--- config.mk ---
export PLATFORM = sky130hd
export DESIGN_NAME = vme_request_decoder
export DESIGN_NICKNAME = d
export VERILOG_FILES = /design/src/rtl/vme_request_decoder_pkg.sv /design/src/rtl/vme_request_decoder_bus_watchdog.sv /design/src/rtl/vme_request_decoder.sv
export SDC_FILE = /design/constraint.sdc
export NUM_CORES = 1
export LEC_CHECK = 0
export BUFFER_PORTS_ARGS = -buffer_cell sky130_fd_sc_hd__buf_2
export CAP_MARGIN = 20
export CORE_MARGIN = 2
export CORE_UTILIZATION = 25
export DETAILED_ROUTE_END_ITERATION = 10
export SLEW_MARGIN = 20
export SYNTH_ARGS = -nofsm -noshare
export SYNTH_HDL_FRONTEND = slang
export SYNTH_HIERARCHICAL = 1
export SYNTH_SLANG_ARGS = --single-unit
--- constraint.sdc ---
create_clock -name clock -period 5.2 [get_ports clock]
set_input_delay 0.52 -clock clock [delete_from_list [all_inputs] [get_ports clock]]
set_output_delay 0.52 -clock clock [all_outputs]
set_load 0.05 [all_outputs]
--- src/rtl/vme_request_decoder_pkg.sv ---
// Shared constants and types for the VME request decoder slice.
// Holds signal levels, FSM/space encodings, function codes and window defaults.
package vme_request_decoder_pkg;

  localparam logic LVL_ACTIVE   = 1'b0;
  localparam logic LVL_INACTIVE = 1'b1;

  typedef enum logic [1:0] {
    S_IDLE,
    S_ACTIVE,
    S_BERR,
    S_RELEASE
  } state_t;

  typedef enum logic [1:0] {
    SP_NONE,
    SP_A16,
    SP_A24,
    SP_A40
  } space_t;

  localparam logic [2:0] FC_CPU_SPACE = 3'b111;

  localparam logic [15:0] A16_TOP_DEF = 16'hFFFF;
  localparam logic [7:0]  A24_TOP_DEF = 8'hFE;
  localparam logic        A40_TOP_DEF = 1'b1;
  localparam int          TIMEOUT_DEF = 1024;
  localparam int          CNT_W_DEF   = 11;

  // Windows overlap, so the order below is the priority.
  function automatic space_t decode_space(
    input logic [31:0] addr,
    input logic [15:0] a16_top,
    input logic [7:0]  a24_top,
    input logic        a40_top
  );
    space_t sp;
    sp = SP_NONE;
    if (addr[31:16] == a16_top)
      sp = SP_A16;
    else if (addr[31:24] == a24_top)
      sp = SP_A24;
    else if (addr[31] == a40_top)
      sp = SP_A40;
    return sp;
  endfunction

endpackage

--- src/rtl/vme_request_decoder_bus_watchdog.sv ---
// Bus-cycle watchdog: counts enabled clocks since clear.
// Ports: clock, reset, clear, enable in; expired out (count reached limit).
module vme_bus_watchdog #(
  parameter int TIMEOUT_CYCLES = 1024,
  parameter int CNT_W          = 11
) (
  input  logic clock,
  input  logic reset,
  input  logic clear,
  input  logic enable,
  output logic expired
);

  localparam logic [CNT_W-1:0] LAST =
    CNT_W'(TIMEOUT_CYCLES - 1);
  localparam logic [CNT_W-1:0] MAX = '1;

  logic [CNT_W-1:0] count;

  always_ff @(posedge clock) begin
    if (reset || clear)
      count <= '0;
    else if (enable && count != MAX)
      count <= count + CNT_W'(1);
  end

  // Combinational so the owner can act on the same edge;
  // it is one cycle wide because the owner leaves ACTIVE.
  assign expired = enable && (count == LAST);

endmodule

--- src/rtl/vme_request_decoder.sv ---
// Decodes CPU bus cycles into A16/A24/A40 VME requests and runs the
// DSACK watchdog that raises BERR and records the faulting address.
module vme_request_decoder
  import vme_request_decoder_pkg::*;
#(
  parameter logic [15:0] A16_TOP        = A16_TOP_DEF,
  parameter logic [7:0]  A24_TOP        = A24_TOP_DEF,
  parameter logic        A40_TOP        = A40_TOP_DEF,
  parameter int          TIMEOUT_CYCLES = TIMEOUT_DEF,
  parameter int          CNT_W          = CNT_W_DEF
) (
  input  logic        clock,
  input  logic        reset,
  input  logic        cpu_as,
  input  logic [2:0]  cpu_fc,
  input  logic [31:0] cpu_address,
  input  logic [1:0]  dsack_in,
  output logic        request_vme_a16,
  output logic        request_vme_a24,
  output logic        request_vme_a40,
  output logic        cpu_berr,
  output logic        timeout_flag,
  output logic [31:0] timeout_address,
  input  logic        timeout_clear
);

  state_t state;
  space_t space;
  logic   as_prev;
  logic   wd_clear;
  logic   wd_enable;
  logic   expired;

  assign space = decode_space(
    cpu_address, A16_TOP, A24_TOP, A40_TOP);

  assign wd_clear  = (state != S_ACTIVE);
  assign wd_enable = (state == S_ACTIVE)
                  && !cpu_as
                  && (dsack_in == 2'b11);

  vme_bus_watchdog #(
    .TIMEOUT_CYCLES (TIMEOUT_CYCLES),
    .CNT_W          (CNT_W)
  ) u_watchdog (
    .clock   (clock),
    .reset   (reset),
    .clear   (wd_clear),
    .enable  (wd_enable),
    .expired (expired)
  );

  always_ff @(posedge clock) begin
    if (reset) begin
      state           <= S_IDLE;
      as_prev         <= 1'b0;
      request_vme_a16 <= LVL_INACTIVE;
      request_vme_a24 <= LVL_INACTIVE;
      request_vme_a40 <= LVL_INACTIVE;
      cpu_berr        <= LVL_INACTIVE;
      timeout_flag    <= 1'b0;
      timeout_address <= '0;
    end else begin
      as_prev <= cpu_as;
      // A timeout in the same clock overrides this below.
      if (timeout_clear)
        timeout_flag <= 1'b0;
      unique case (state)
        S_IDLE: begin
          // Launch only on a falling strobe, so an
          // AS held low into IDLE cannot restart.
          if (!cpu_as && as_prev) begin
            if (cpu_fc == FC_CPU_SPACE) begin
              state <= S_RELEASE;
            end else begin
              unique case (space)
                SP_A16: begin
                  request_vme_a16 <= LVL_ACTIVE;
                  state           <= S_ACTIVE;
                end
                SP_A24: begin
                  request_vme_a24 <= LVL_ACTIVE;
                  state           <= S_ACTIVE;
                end
                SP_A40: begin
                  request_vme_a40 <= LVL_ACTIVE;
                  state           <= S_ACTIVE;
                end
                default: state <= S_RELEASE;
              endcase
            end
          end
        end
        S_ACTIVE: begin
          if (cpu_as) begin
            request_vme_a16 <= LVL_INACTIVE;
            request_vme_a24 <= LVL_INACTIVE;
            request_vme_a40 <= LVL_INACTIVE;
            state           <= S_IDLE;
          end else if (expired) begin
            request_vme_a16 <= LVL_INACTIVE;
            request_vme_a24 <= LVL_INACTIVE;
            request_vme_a40 <= LVL_INACTIVE;
            cpu_berr        <= LVL_ACTIVE;
            timeout_flag    <= 1'b1;
            timeout_address <= cpu_address;
            state           <= S_BERR;
          end
        end
        S_BERR: begin
          if (cpu_as) begin
            cpu_berr <= LVL_INACTIVE;
            state    <= S_IDLE;
          end
        end
        S_RELEASE: begin
          if (cpu_as)
            state <= S_IDLE;
        end
        default: state <= S_IDLE;
      endcase
    end
  end

endmodule

== Word-level counts from Yosys, hierarchy flattened ==
Cells that the tools add are included.
Word-level totals
  bits in registers: 51
  input bits: 41
  output and inout bits: 37
  logic and storage cells: 84
Operators by class
  $add $sub $neg: 1
  eq/ne operators: 23
  multiplexer cells: 32
  bitwise operators: 1
  reductions and logical operators: 18
Operator list (count)
  two-way mux 1 bit: 18
  two-way mux 2 bit: 9
  == test 16 bit (second input constant): 1
  AND reduction 5 bit: 3
  adder 11 x 1 -> 11 bit (second input constant): 1
  == test 11 x 10 -> 1 bit (second input constant): 1
  != test 11 bit (second input constant): 1
  == test 2 bit (second input constant): 5
  != test 2 x 1 -> 1 bit (second input constant): 5
  != test 2 bit (second input constant): 5
  == test 8 bit (second input constant): 1
  one-hot mux 1 bit (2 select lines): 4
  one-hot mux 2 bit (3 select lines): 1
  AND reduction 3 bit: 2
  logical AND 1 bit: 5
  == test 2 x 1 -> 1 bit (second input constant): 2
  AND reduction 4 bit: 1
  nonzero test 2 bit: 2
  == test 3 bit (second input constant): 1
  != test 3 bit (second input constant): 1
  OR reduction 3 bit: 1
  zero test 2 bit: 1
  OR reduction 2 bit: 1
  zero test 1 bit: 1
  2 further kinds: 2

== Depth between registers and ports, before layout ==
  word-level depth: 9
  mapped depth: 9
  gate-level depth less buffers: 8

== Hierarchy ==
Netlist, hierarchy kept.
By module, submodules not included
  vme_request_decoder: instances 1, cells each 192, area each 1605.3 µm², sequential area each 800.8 µm²
  vme_bus_watchdog: instances 1, cells each 65, area each 553.0 µm², sequential area each 220.2 µm²

== Worst setup path before layout ==
Ideal clock, no wire load.
  kind: input -> register
  start point: in cpu_as
  end point: reg timeout_address[16]
  library setup time: 143 ps
  arrival time: 2101 ps
  required time: 5057 ps
  setup slack: 2955 ps
  stages: 8
  path buffers: 1
  path through: nor3b_2 > and3_1 > nand3_1 > nor4_1 > nand2_1 > buf_2 > nand2_1 > a21oi_2
On the way
  word-level cells in the longest chain between the ends: 5
  elaborated cells on any way between the ends: 6
  those cells by class: bitwise (1); reduce/logical (5)
RTL lines
  from (decl): line vme_request_decoder.sv:14  | input logic cpu_as,
  zero test 1 bit: line vme_request_decoder.sv:39  | && !cpu_as
  logical AND 1 bit: line vme_request_decoder.sv:39
  logical AND 1 bit: line vme_request_decoder.sv:40  | && (dsack_in == 2'b11);
  named net wd_enable: line vme_request_decoder.sv:31  | logic wd_enable;
  logical AND 1 bit: line vme_request_decoder_bus_watchdog.sv:29  | assign expired = enable && (count == LAST);
  named net expired: line vme_request_decoder.sv:32  | logic expired;
  AND reduction 3 bit (no line)
  to (signal assigned): line vme_request_decoder.sv:106  | timeout_address <= cpu_address;
  to (decl): line vme_request_decoder.sv:23  | output logic [31:0] timeout_address,
The timed path passes the listed nets, and every way through them passes these cells.
A chain may end at the register's enable or synchronous reset.

== Final worst setup path ==
  start point: reg state[0]
  end point: reg timeout_address[28]
On the way
  word-level cells in the longest chain between the ends: 5
RTL lines
  from (decl): line vme_request_decoder.sv:27  | state_t state;
  from (signal assigned): line vme_request_decoder.sv:55  | state <= S_IDLE;
  from (signal assigned): line vme_request_decoder.sv:74  | state <= S_RELEASE;
  from (signal assigned): line vme_request_decoder.sv:79  | state <= S_ACTIVE;
  == test 2 x 1 -> 1 bit: line vme_request_decoder.sv:38  | assign wd_enable = (state == S_ACTIVE)
  logical AND 1 bit: line vme_request_decoder.sv:39
  logical AND 1 bit: line vme_request_decoder.sv:40
  named net wd_enable: line vme_request_decoder.sv:31
  logical AND 1 bit: line vme_request_decoder_bus_watchdog.sv:29
  named net expired: line vme_request_decoder.sv:32
  AND reduction 3 bit (no line)
The timed path passes the listed nets, and every way through them passes these cells.

==> results by stage <==
Worst setup path:
- The slowest library cell on the worst path is sky130_fd_sc_hd__nor4_1.
- Tracing the worst setup path back leads to its startpoint at state[0].
- The worst setup path is of the reg2reg kind.
- For this run, the slowest stage of the critical path takes 0.66 ns.
- The arrival time at the worst endpoint is 3.09 ns.
- The setup slack of the worst register-to-register path is 2.26 ns.
- The worst setup path endpoint is timeout_address[28].
- In this run the critical register-to-register path is captured at timeout_address[28].
- STA classifies the critical path startpoint as a register.
- The required time at the endpoint of the critical path is 5.35 ns.
- Walking the worst path, the cells encountered are nor3b_2 > and3_1 > nand3_1 > nor4_1 > nand2_2 > nand2_1 > a21oi_2.
- For the worst flop-to-flop path, the logic depth is 7.
- The worst reg2reg path startpoint is state[0].
- The highest net fanout along the worst path is 33.
- The critical path endpoint category is a register.

Die:
- Once the floorplan was initialized, standard cells occupied 26.0% of the core.
- The count of pins on the block boundary is 78.
- The die height is 96.9 um.
- The floorplan step defined a die boundary enclosing 0.00939 sq mm.
- The overall die width is 96.9 um.
- The placeable core region is 0.00830 sq mm.
- The floorplan has 33 rows.

Logic synthesis:
- The flop and latch count out of synthesis is 51.
- Yosys mapped the design onto 42 distinct sky130hd cell types.
- The post-synthesis net count is 299.
- For this run, the register share of the synthesized area comes to 47.3%.
- Synthesis produced a netlist whose cell count is 257.
- For this run, the leading register cell type out of synthesis is sky130_fd_sc_hd__dfxtp_1.
- The number of synthesized flops with an enable pin is 0.
- The share of synthesized flip-flops with an asynchronous set or reset is 0%.
- Summing every instance area after synthesis gives 0.00216 sq mm.
- In this run the mean area of a mapped cell was 8.40 sq um.
- The number of warnings printed during yosys synthesis is 6.

Routing:
- The detail route stage leaves a number of antenna-violating nets equal to 0.
- The total wirelength of the detailed-routed design is 5360 um.
- In this run, the number of DRC markers left after iteration 0 of detailed routing was 71.
- The overall via count from detail_route is 2020.
- The detailed-route DRC error count is 0.
- In the final routed layout, each cell accounts on average for 12.4 um.
- The count of TritonRoute iterations in the first routing pass is 4.
- The per-cell via count in the routed design is 4.67.

STA:
- The hold violation count in the final report is 0.
- Derived from the worst setup path, the maximum achievable clock frequency is 340 MHz.
- The post-route fraction of the period consumed by the critical path is 56.5%.
- Across the routed clock network, the largest skew measured is 0.00947 ns.
- The shortest period the worst path allows is 2.94 ns.
- The tightest hold path in the finished design has a slack of 0.451 ns.
- Setup repair after global routing left no endpoint under its margin.
- The worst slew margin relative to its limit is 35.1%.
- The final setup TNS is 0 ns.
- The final max-slew violation count is 0.
- The final setup violation count is 0.
- For the pin with the worst max-slew slack, the measured transition is 0.974 ns.

Placed design:
- After detailed placement, the design holds a cell count of 426.
- The HPWL after detailed placement is 3780 um.
- The congestion estimate from routability-driven global placement came to 0.792.
- Input and output buffers added on the ports amount to 77.
- In this run the cell area measured after placement is 0.00258 sq mm.

Clock network:
- The number of gates resized after CTS is 0.
- The depth of the CTS H-tree is 2.
- The count of hold buffers inserted by post-cts repair is 0.
- The clock root buffer is sky130_fd_sc_hd__clkbuf_8.
- TritonCTS built the clock tree.
- The clock latency on the worst-skew pair is 0.30 ns.
- After clock tree synthesis, the clock-pin slew on the worst setup and hold paths is 0.10 ns.
- CTS saw 51 sinks.
- The number of buffers added by the clock tree synthesis step is 5.
- The longest clock path from root to sink contains 2 buffers.
- The number of setup buffers added after CTS is 0.

Final layout:
- Compared with the post-synthesis result, the final layout area differs by 23.6%.
- After the flow finishes, the layout carries non-filler instances totaling 433.
- The number of diodes added for antenna fixing is 0.
- The number of nets at the end of the flow is 370.
- In the layout the commonest cells are sky130_fd_sc_hd__buf_2 (77), sky130_fd_sc_hd__nand2_1 (71), sky130_fd_sc_hd__dfxtp_1 (51).
- Leaving out fill and tap cells, the most frequent cell in the layout is sky130_fd_sc_hd__buf_2.
- The share of post-route cells with drive strength above 1 is 33.8%.
- The finished cells cover 0.00267 sq mm.

Power and ir drop:
- The peak supply drop is 0.000101 V.
- The sum of internal, switching and leakage power is 0.652 mW.
- Power spread over the standard cell area amounts to 245 mW/mm^2.
- Summed over all cells, the static leakage comes to 1.03 nW.

Global route:
- The global-route congestion overflow total is 0.
- The maximum number of pins on one net before global-route repair is 44.
- The initial antenna violation count came to 0.
- The global-route wire length before repair is 9230 um.
- The global router's overall resource usage is 11.7%.
- The number of global-route vias before repair is 1982.

Worst hold path:
- The worst hold path belongs to the class in2reg.

Run:
- The total of max-cap violations is 0.

Status:
- The run finished with clean final reports.
==> synthesized netlist by cell type (2+ instances only) <==
cell	instances	area, sq um
sky130_fd_sc_hd__a21oi_1	23	115
sky130_fd_sc_hd__and4_1	2	17.5
sky130_fd_sc_hd__buf_2	3	15.0
sky130_fd_sc_hd__inv_1	3	11.3
sky130_fd_sc_hd__buf_6	5	56.3
sky130_fd_sc_hd__a211oi_1	2	15.0
sky130_fd_sc_hd__nand4_1	5	31.3
sky130_fd_sc_hd__a21oi_2	17	149
sky130_fd_sc_hd__dfxtp_1	51	1020
sky130_fd_sc_hd__nor4_1	2	12.5
sky130_fd_sc_hd__nor3_1	7	35.0
sky130_fd_sc_hd__nand2_1	72	270
sky130_fd_sc_hd__nand3_2	2	20.0
sky130_fd_sc_hd__o21a_1	2	15.0
sky130_fd_sc_hd__nand3_1	6	30.0
sky130_fd_sc_hd__nor2_1	14	52.6
sky130_fd_sc_hd__or3_1	2	12.5
sky130_fd_sc_hd__o21ai_0	7	35.0
sky130_fd_sc_hd__and3_1	2	12.5
sky130_fd_sc_hd__clkbuf_1	3	11.3
sky130_fd_sc_hd__a31oi_1	6	37.5
==> registers in the layout, summed over array words and instances, names as in the netlist <==
register / count
as_prev: 1
timeout_flag: 1
u_watchdog/count: 11
cpu_berr: 1
timeout_address: 32
state: 2
request_vme_a16: 1
request_vme_a24: 1
request_vme_a40: 1
==> worst max-delay path: cells and delay by family (launching register included) <==
family          cells  cell delay, ns
compound gates      1            0.07
flops               1            0.43
simple gates        6            2.29
==> how the worst min path moves through the flow <==
stage | to | slack [ns] | startpoint | depth (start not counted)
global placement | timeout_address[13] | 0.44 | timeout_address[13] | 2
finish | timeout_address[15] | 0.45 | cpu_address[15] | 3
detailed placement | timeout_address[7] | 0.45 | timeout_address[7] | 2
CTS | timeout_address[15] | 0.44 | cpu_address[15] | 3
floorplan | u_watchdog/count[6] | 0.48 | u_watchdog/count[6] | 1
global route | timeout_address[4] | 0.44 | cpu_address[4] | 3
==> per-stage QoR <==
step	utilization [%]	setup WS, ns
after floorplan	-	2.96
final	32.1	2.26
after global placement	31.1	1.91
after global routing	32.1	1.94
after detailed placement	31.1	2.02
after CTS	32.1	2.23
==> power breakdown <==
group / switching (mW) / leakage, nW / internal, mW / total [mW]
Clock: 0.130 / 0.0440 / 0.0924 / 0.223
Sequential: 0.00159 / 0.411 / 0.392 / 0.393
Combinational: 0.0205 / 0.578 / 0.0160 / 0.0365
==> layer usage <==
metal / global-route usage, % / wire length (um)
met1: 14.8 / 2550
met2: 19.7 / 2510
met3: 3.18 / 250
met4: 3.25 / 48
met5: 0 / 0
==> cells by family after synthesis <==
| group | after synthesis | share of synthesized area [%] |
|---|---|---|
| xor gates and xnor gates | 1 | 0.406 |
| buffers and inverters | 16 | 4.87 |
| DFF | 51 | 47.3 |
| adders and majority gates | 1 | 0.580 |
| muxes | 2 | 0.985 |
| AOI/OAI and AO/OA | 63 | 19.8 |
| and+or+nand+nor | 123 | 26.1 |
==> final cells by class <==
class                   instances  area, sq um
flip-flops and latches         51         1020
clock inverters                 2         13.8
clock buffers                   5         68.8
inverters                       3         11.3
repair buffers                 77          385
fillers                       893         5630
multi-input cells             190         1040
well taps                     105          131
Note: power is estimated with default switching activity, not from simulation.
